## config.mk

```make
export PLATFORM = sky130hd
export DESIGN_NAME = addmacc_macro
export DESIGN_NICKNAME = d
export VERILOG_FILES = /design/src/rtl/addmacc_macro.sv
export SDC_FILE = /design/constraint.sdc
export NUM_CORES = 2
export LEC_CHECK = 0
export BUFFER_PORTS_ARGS = -buffer_cell sky130_fd_sc_hd__buf_2
export CAP_MARGIN = 10
export CORE_UTILIZATION = 40
export CTS_CLUSTER_SIZE = 16
export DETAILED_ROUTE_END_ITERATION = 8
export PLACE_DENSITY = 0.59
export SLEW_MARGIN = 20
export SYNTH_ARGS = -nofsm -noshare
export SYNTH_HDL_FRONTEND = slang
export SYNTH_SLANG_ARGS = --single-unit
```

## constraint.sdc

```tcl
create_clock -name clk -period 14.3 [get_ports clk]
set_input_delay 4.29 -clock clk [delete_from_list [all_inputs] [get_ports clk]]
set_output_delay 4.29 -clock clk [all_outputs]
set_load 0.03 [all_outputs]
```

## src/rtl/addmacc_macro.sv

```systemverilog
// addmacc_macro: DSP48-style pre-add, multiply and accumulate with a configurable pipeline latency.
// Register stages ahead of the accumulator: input regs (LATENCY=4), pre-add reg (>=3), multiply reg (>=2).
module addmacc_macro #(
  parameter int LATENCY          = 3,
  parameter int WIDTH_PREADD     = 25,
  parameter int WIDTH_MULTIPLIER = 18,
  parameter int WIDTH_PRODUCT    = 48
) (
  input  logic                        clk,
  input  logic                        rst,
  input  logic                        CE,
  input  logic [WIDTH_PREADD-1:0]     PREADD1,
  input  logic [WIDTH_PREADD-1:0]     PREADD2,
  input  logic [WIDTH_MULTIPLIER-1:0] MULTIPLIER,
  input  logic                        CARRYIN,
  input  logic                        LOAD,
  input  logic [WIDTH_PRODUCT-1:0]    LOAD_DATA,
  output logic [WIDTH_PRODUCT-1:0]    PRODUCT
);
  localparam int WA = WIDTH_PREADD;
  localparam int WM = WIDTH_MULTIPLIER;
  localparam int WP = WIDTH_PRODUCT;
  localparam int PW = WA + 1;
  localparam int MW = PW + WM;
  localparam int CW = WP + 2;
  if (LATENCY < 1 || LATENCY > 4 || WA < 1 || WA > 25 || WM < 1 || WM > 18 || WP < 1 || WP > 48) begin : g_bad
    $error("addmacc_macro: parameter out of range");
  end
  logic signed [WA-1:0] a1, b1;
  logic signed [WM-1:0] mul1, mul2;
  logic signed [PW-1:0] pre_d, pre2;
  logic signed [MW-1:0] m_d, m3;
  logic [CW-1:0] ctl0, ctl1, ctl2, ctl3;
  logic [WP-1:0] acc_d;
  logic [WP-1:0] acc_q = '0;
  // Controls travel alongside their operands: {LOAD, CARRYIN, LOAD_DATA}
  assign ctl0 = {LOAD, CARRYIN, LOAD_DATA};
  if (LATENCY == 4) begin : g_in
    logic [WA-1:0] a_q = '0;
    logic [WA-1:0] b_q = '0;
    logic [WM-1:0] mul_q = '0;
    logic [CW-1:0] ctl_q = '0;
    always_ff @(posedge clk) begin
      if (rst) begin
        a_q   <= '0;
        b_q   <= '0;
        mul_q <= '0;
        ctl_q <= '0;
      end else if (CE) begin
        a_q   <= PREADD1;
        b_q   <= PREADD2;
        mul_q <= MULTIPLIER;
        ctl_q <= ctl0;
      end
    end
    assign a1   = a_q;
    assign b1   = b_q;
    assign mul1 = mul_q;
    assign ctl1 = ctl_q;
  end else begin : g_in_pass
    assign a1   = PREADD1;
    assign b1   = PREADD2;
    assign mul1 = MULTIPLIER;
    assign ctl1 = ctl0;
  end
  assign pre_d = PW'(a1) + PW'(b1);
  if (LATENCY >= 3) begin : g_pre
    logic [PW-1:0] pre_q = '0;
    logic [WM-1:0] mul_q = '0;
    logic [CW-1:0] ctl_q = '0;
    always_ff @(posedge clk) begin
      if (rst) begin
        pre_q <= '0;
        mul_q <= '0;
        ctl_q <= '0;
      end else if (CE) begin
        pre_q <= pre_d;
        mul_q <= mul1;
        ctl_q <= ctl1;
      end
    end
    assign pre2 = pre_q;
    assign mul2 = mul_q;
    assign ctl2 = ctl_q;
  end else begin : g_pre_pass
    assign pre2 = pre_d;
    assign mul2 = mul1;
    assign ctl2 = ctl1;
  end
  assign m_d = MW'(pre2) * MW'(mul2);
  if (LATENCY >= 2) begin : g_mul
    logic [MW-1:0] m_q = '0;
    logic [CW-1:0] ctl_q = '0;
    always_ff @(posedge clk) begin
      if (rst) begin
        m_q   <= '0;
        ctl_q <= '0;
      end else if (CE) begin
        m_q   <= m_d;
        ctl_q <= ctl2;
      end
    end
    assign m3   = m_q;
    assign ctl3 = ctl_q;
  end else begin : g_mul_pass
    assign m3   = m_d;
    assign ctl3 = ctl2;
  end
  // Product is sign-extended or truncated to the accumulator width; sum wraps modulo 2^WP
  assign acc_d = WP'(m3) + (ctl3[CW-1] ? ctl3[WP-1:0] : acc_q) + WP'(ctl3[WP]);
  always_ff @(posedge clk) begin
    if (rst) acc_q <= '0;
    else if (CE) acc_q <= acc_d;
  end
  assign PRODUCT = acc_q;
endmodule

```

Word level (Yosys, flattened, before mapping)
Cells that the tools add are included.
{"block": "totals", "latch_bits": 0, "n_memories": 0, "elab_cells": 11, "inputBits": 121, "mem_bits_rw": 0, "mem_bits_ro": 0, "ff_bits": 236}
{"block": "op_classes", "reduce_logical": 0, "n_bitwise": 0, "eq_ne": 0, "div_mod_pow": 0, "n_shift": 0, "n_lt_le_gt_ge": 0, "addsub": 3, "n_mux": 1, "multipliers": 1}
{"cell": "$add A48 B1 Y48", "n": 1}
{"cell": "$add A48 B48 Y48", "n": 1}
{"cell": "$mux W48", "n": 1}
{"cell": "$mul A26 B18 Y44", "n": 1}
{"cell": "$add A25 B25 Y26", "n": 1}

Longest topological paths before layout
{"block": "depth", "word_depth": 3, "mapped_depth": 26, "depth_no_buf": 25}

Least setup slack after synthesis
Ideal clock, no wire load.
{"block": "synth_path", "kind": "input to register", "startpoint": "input port PREADD1[1]", "endpoint": "register g_pre.pre_q[23]", "path_buffers": 0, "setup_ps": 128, "t_arrival_ps": 6362, "path_slack_ps": 7810, "cell_stages": 11, "required_ps": 14172, "cell_sequence": "ha_1 > a21o_1 > a21oi_1 > o21ai_0 > a21o_1 > o211a_1 > o31ai_1 > a211oi_1 > a21boi_0 > xor2_1 > o21ai_0"}
{"block": "synth_via", "elab_chain_len": 1}
{"item": "from (decl)", "line": "12", "rtl": "input logic [WIDTH_PREADD-1:0] PREADD1,"}
{"item": "$add A25 B25 Y26", "line": "66", "rtl": "assign pre_d = PW'(a1) + PW'(b1);"}
{"item": "to (signal assigned)", "line": "77", "rtl": "pre_q <= pre_d;"}
{"item": "to (decl)", "line": "68", "rtl": "logic [PW-1:0] pre_q = '0;"}
Every way passes these cells.
A chain may end at the register's enable or synchronous reset.

Final worst setup path
{"block": "layout_path", "startpoint": "register g_pre.pre_q[6]", "endpoint": "register g_mul.m_q[43]"}
{"block": "layout_via", "elab_chain_len": 1}
{"item": "$mul A26 B18 Y44", "line": "90", "rtl": "assign m_d = MW'(pre2) * MW'(mul2);"}
{"item": "to (signal assigned)", "line": "99", "rtl": "m_q <= m_d;"}
{"item": "to (decl)", "line": "92", "rtl": "logic [MW-1:0] m_q = '0;"}
Every way passes these cells.

==> run_results.csv <==
group,metric,value,unit
grt,grt_pass1_wl,121000,um
clocking,holdBufCountCts,0,
setup_path,end_kind,"flip-flop",
floorplan,die_w,270,um
setup_path,worstSetupPathType,"flip-flop to flip-flop",
floorplan,fp.coreArea,70600,sq um
synth,synthArstFlopShare,0,%
power,comb_power_share,47.6,%
timing,rsz0062_at_grt,"no",
timing,finalCritPeriodShare,49.4,%
power,sequentialPowerShare,27.2,%
floorplan,row_count,97,
timing,setup_viol,0,
clocking,clk_pin_slew_worst_paths,60,ps
layout,nets,4060,
synth,postSynthCellCount,3243,
clocking,cts_buffer_depth,3,
timing,max_slew_margin,28.3,%
timing,hold_viol,0,
place,gp_congestion,0.890,
power,p_switching,1.31,mW
setup_path,critPathLaunchType,"flip-flop",
clocking,cts.htree.levels,1,
layout,final_common_cell,"inv_1",
run,maxCapViolations,0,
synth,synthDistinctLibCells,72,
timing,whs,467,ps
setup_path,reg2reg_depth,22,
synth,synthSimpleGateAreaFrac,14.7,%
grt,grt_usage,20.7,%
route,wire_per_inst,17.3,um
route,antenna_left,0,
min_path,holdPathStages,2,
synth,synthAdderAreaFrac,39.8,%
setup_path,reg2reg_from,"g_pre.pre_q[6]",
clocking,cts_resized,0,
clocking,postCtsSetupBuffers,0,
synth,yosys_warnings,0,
layout,final_core_util,44.5,%
layout,n_antenna_cell,0,
setup_path,crit_required,14720,ps
synth,synth_edf_count,0,
timing,fin_crit,7060,ps
route,via_per_inst,5.09,
clocking,clkLatencyLatePin,570,ps
grt,grt_pass1_vias,22564,
synth,synth-compound-area-share,9.23,%
clocking,cts_tree,"built",
timing,finClkSkew,26.6,ps
floorplan,start_util,40.7,%
setup_path,reg2reg_to,"g_mul.m_q[43]",
clocking,clkSinkCount,236,
timing,slew_viol_final,0,
timing,tns,0,ps
grt,grt_max_degree,88,
synth,syn_area,28800,sq um
status,status,"finished clean",
setup_path,reg2reg_slack,7240,ps
synth,ys_ff_latch,236,
floorplan,boundaryPins,169,
route,drtIter0Drc,1065,
synth,synth_xor_area_share,2.95,%
layout,synthToLayoutAreaGrowth,9.31,%
min_path,holdCritStartpoint,"g_mul.m_q[34]",
route,drt-total-wl,73500,um
floorplan,die_h,270,um
layout,layout_common_cells,"555 x inv_1, 460 x fa_1, 371 x nand2_1",
grt,overflow,0,
synth,syn_avg_cell_area,8.88,sq um
grt,antenna_found_initial,0,
power,ir_drop,122,uV
synth,synth_nets,4004,
min_path,hp-class,"flip-flop to flip-flop",
power,p_clk_share,25.2,%
floorplan,dieArea,73000,sq um
place,dp_hpwl,57100,um
synth,synthMuxAreaShare,7.39,%
setup_path,critPathArrivalTime,7480,ps
synth,synth_flop_cell,"dfxtp_1",
power,p_leak,15.3,nW
place,port_buffers,168,
power,power_density,100,nW/um^2
clocking,root_buffer,"clkbuf_16",
clocking,cts_buffers,28,
power,p_int,1.84,mW
min_path,hold_end,"g_mul.m_q[34]",
route,num_vias,21676,
power,switching_share,41.6,%
place,place_inst,4209,
timing,fmax,0.142,GHz
route,drc,0,
layout,finalNonFillerCells,4261,
timing,tightest_slew,1070,ps
setup_path,path_max_fanout,19,
synth,synth_top_family_by_area,"adder cells",
synth,ys_seq_area_share,16.4,%
layout,final_layout_size_suffix_gt1_share,9.42,%
route,drt_pre_antenna_iters,5,
==> area by class of cell <==
type / instances / area (sq um)
clock buffer: 37 / 806
clock inverter: 15 / 228
fill: 7134 / 39200
inverter: 555 / 2080
multi-input combinational: 2279 / 21300
sequential: 236 / 4730
tap: 940 / 1180
timing repair buffer: 199 / 1110
==> cells by family (layout without fill, tap and decap cells) <==
family	count (synthesis)	count (layout)
AO/OA/AOI/OAI	406	406
XOR/XNOR	97	97
adder cells (fa/ha/maj)	640	640
buffers and inverters	728	806
flip-flops	236	236
multiplexers	207	207
AND/OR/NAND/NOR	929	929
==> cells in the mapped netlist (3+ instances only) <==
| cell type | count | area share (%) |
|---|---|---|
| a211oi_1 | 23 | 0.60 |
| a21boi_0 | 8 | 0.21 |
| a21o_1 | 70 | 1.8 |
| a21oi_1 | 109 | 1.9 |
| a31o_2 | 3 | 0.091 |
| a31oi_1 | 21 | 0.46 |
| a41oi_1 | 3 | 0.091 |
| and2_1 | 183 | 4.0 |
| and3_1 | 5 | 0.11 |
| and4_1 | 4 | 0.12 |
| buf_1 | 12 | 0.16 |
| clkbuf_1 | 160 | 2.1 |
| dfxtp_1 | 236 | 16 |
| fa_1 | 460 | 32 |
| ha_1 | 180 | 7.8 |
| inv_1 | 555 | 7.2 |
| mux2_2 | 45 | 1.8 |
| mux2i_1 | 162 | 5.6 |
| nand2_1 | 371 | 4.8 |
| nand2b_1 | 14 | 0.30 |
| nand3_1 | 18 | 0.31 |
| nand3b_1 | 7 | 0.18 |
| nand4_1 | 14 | 0.30 |
| nand4b_1 | 3 | 0.091 |
| nor2_1 | 260 | 3.4 |
| nor2b_1 | 15 | 0.33 |
| nor3_1 | 18 | 0.31 |
| nor3b_1 | 3 | 0.078 |
| nor4_1 | 3 | 0.065 |
| o21a_1 | 14 | 0.37 |
| o21ai_0 | 81 | 1.4 |
| o21ai_1 | 3 | 0.052 |
| o21bai_1 | 18 | 0.47 |
| o22ai_1 | 4 | 0.087 |
| o31a_1 | 3 | 0.091 |
| o31ai_1 | 6 | 0.16 |
| or3_1 | 7 | 0.15 |
| xnor2_1 | 60 | 1.8 |
| xor2_1 | 37 | 1.1 |
==> metrics by stage <==
step / setup slack (ps) / power, mW / instance area [sq um]
after global routing: 6800 / 3.41 / 31500
after floorplan: 7810 / 1.94 / 28800
final: 7240 / 3.16 / 31500
after CTS: 7200 / 3.20 / 31500
after global placement: 6930 / 2.38 / 30400
after detailed placement: 6920 / 2.39 / 30400
==> metal layers <==
metal	part of all wire [%]	global-route usage, %	wire [um]
met1	43	26.6	31600
met2	50	37.0	36800
met3	4.1	1.98	3010
met4	2.9	5.63	2120
met5	0	0	0
==> how the worst max path moves through the flow <==
stage / from / endpoint / slack, ps / cells past startpoint
3_3_place_gp: PREADD1[1] / g_pre.pre_q[23] / 6930 / 12
5_1_grt: g_pre.pre_q[7] / g_mul.m_q[43] / 6800 / 22
2_1_floorplan: PREADD1[1] / g_pre.pre_q[23] / 7810 / 11
3_5_place_dp: PREADD1[1] / g_pre.pre_q[23] / 6920 / 12
4_1_cts: g_pre.mul_q[13] / g_mul.m_q[43] / 7200 / 21
6_report: g_pre.pre_q[6] / g_mul.m_q[43] / 7240 / 22
==> critical path, stage by stage (launching register included) <==
cell,delay (ps)
dfxtp_1,940
and2_1,250
fa_1,410
inv_1,80
fa_1,430
fa_1,510
inv_1,50
fa_1,490
fa_1,490
inv_1,50
fa_1,500
inv_1,50
ha_1,370
a21o_1,230
a21o_1,170
a21oi_1,260
o221ai_1,170
a31oi_1,550
o21ba_2,280
a21boi_0,130
nor4_1,270
or3_1,160
o211ai_1,80
==> registers in the layout (all words and copies together), names as in the netlist <==
name and count:
ctl2 50, ctl3 50, PRODUCT 48, g_mul.m_q 44
g_pre.pre_q 26, g_pre.mul_q 18
==> power by group through the flow <==
stage	logic (mW)	clock network [mW]	registers, mW
final	1.50	0.796	0.859
after global routing	1.70	0.843	0.872
after CTS	1.52	0.815	0.861
after detailed placement	1.51	0	0.874
after global placement	1.51	0	0.875
after floorplan	1.09	0	0.855
Note: power is estimated with default switching activity, not from simulation.
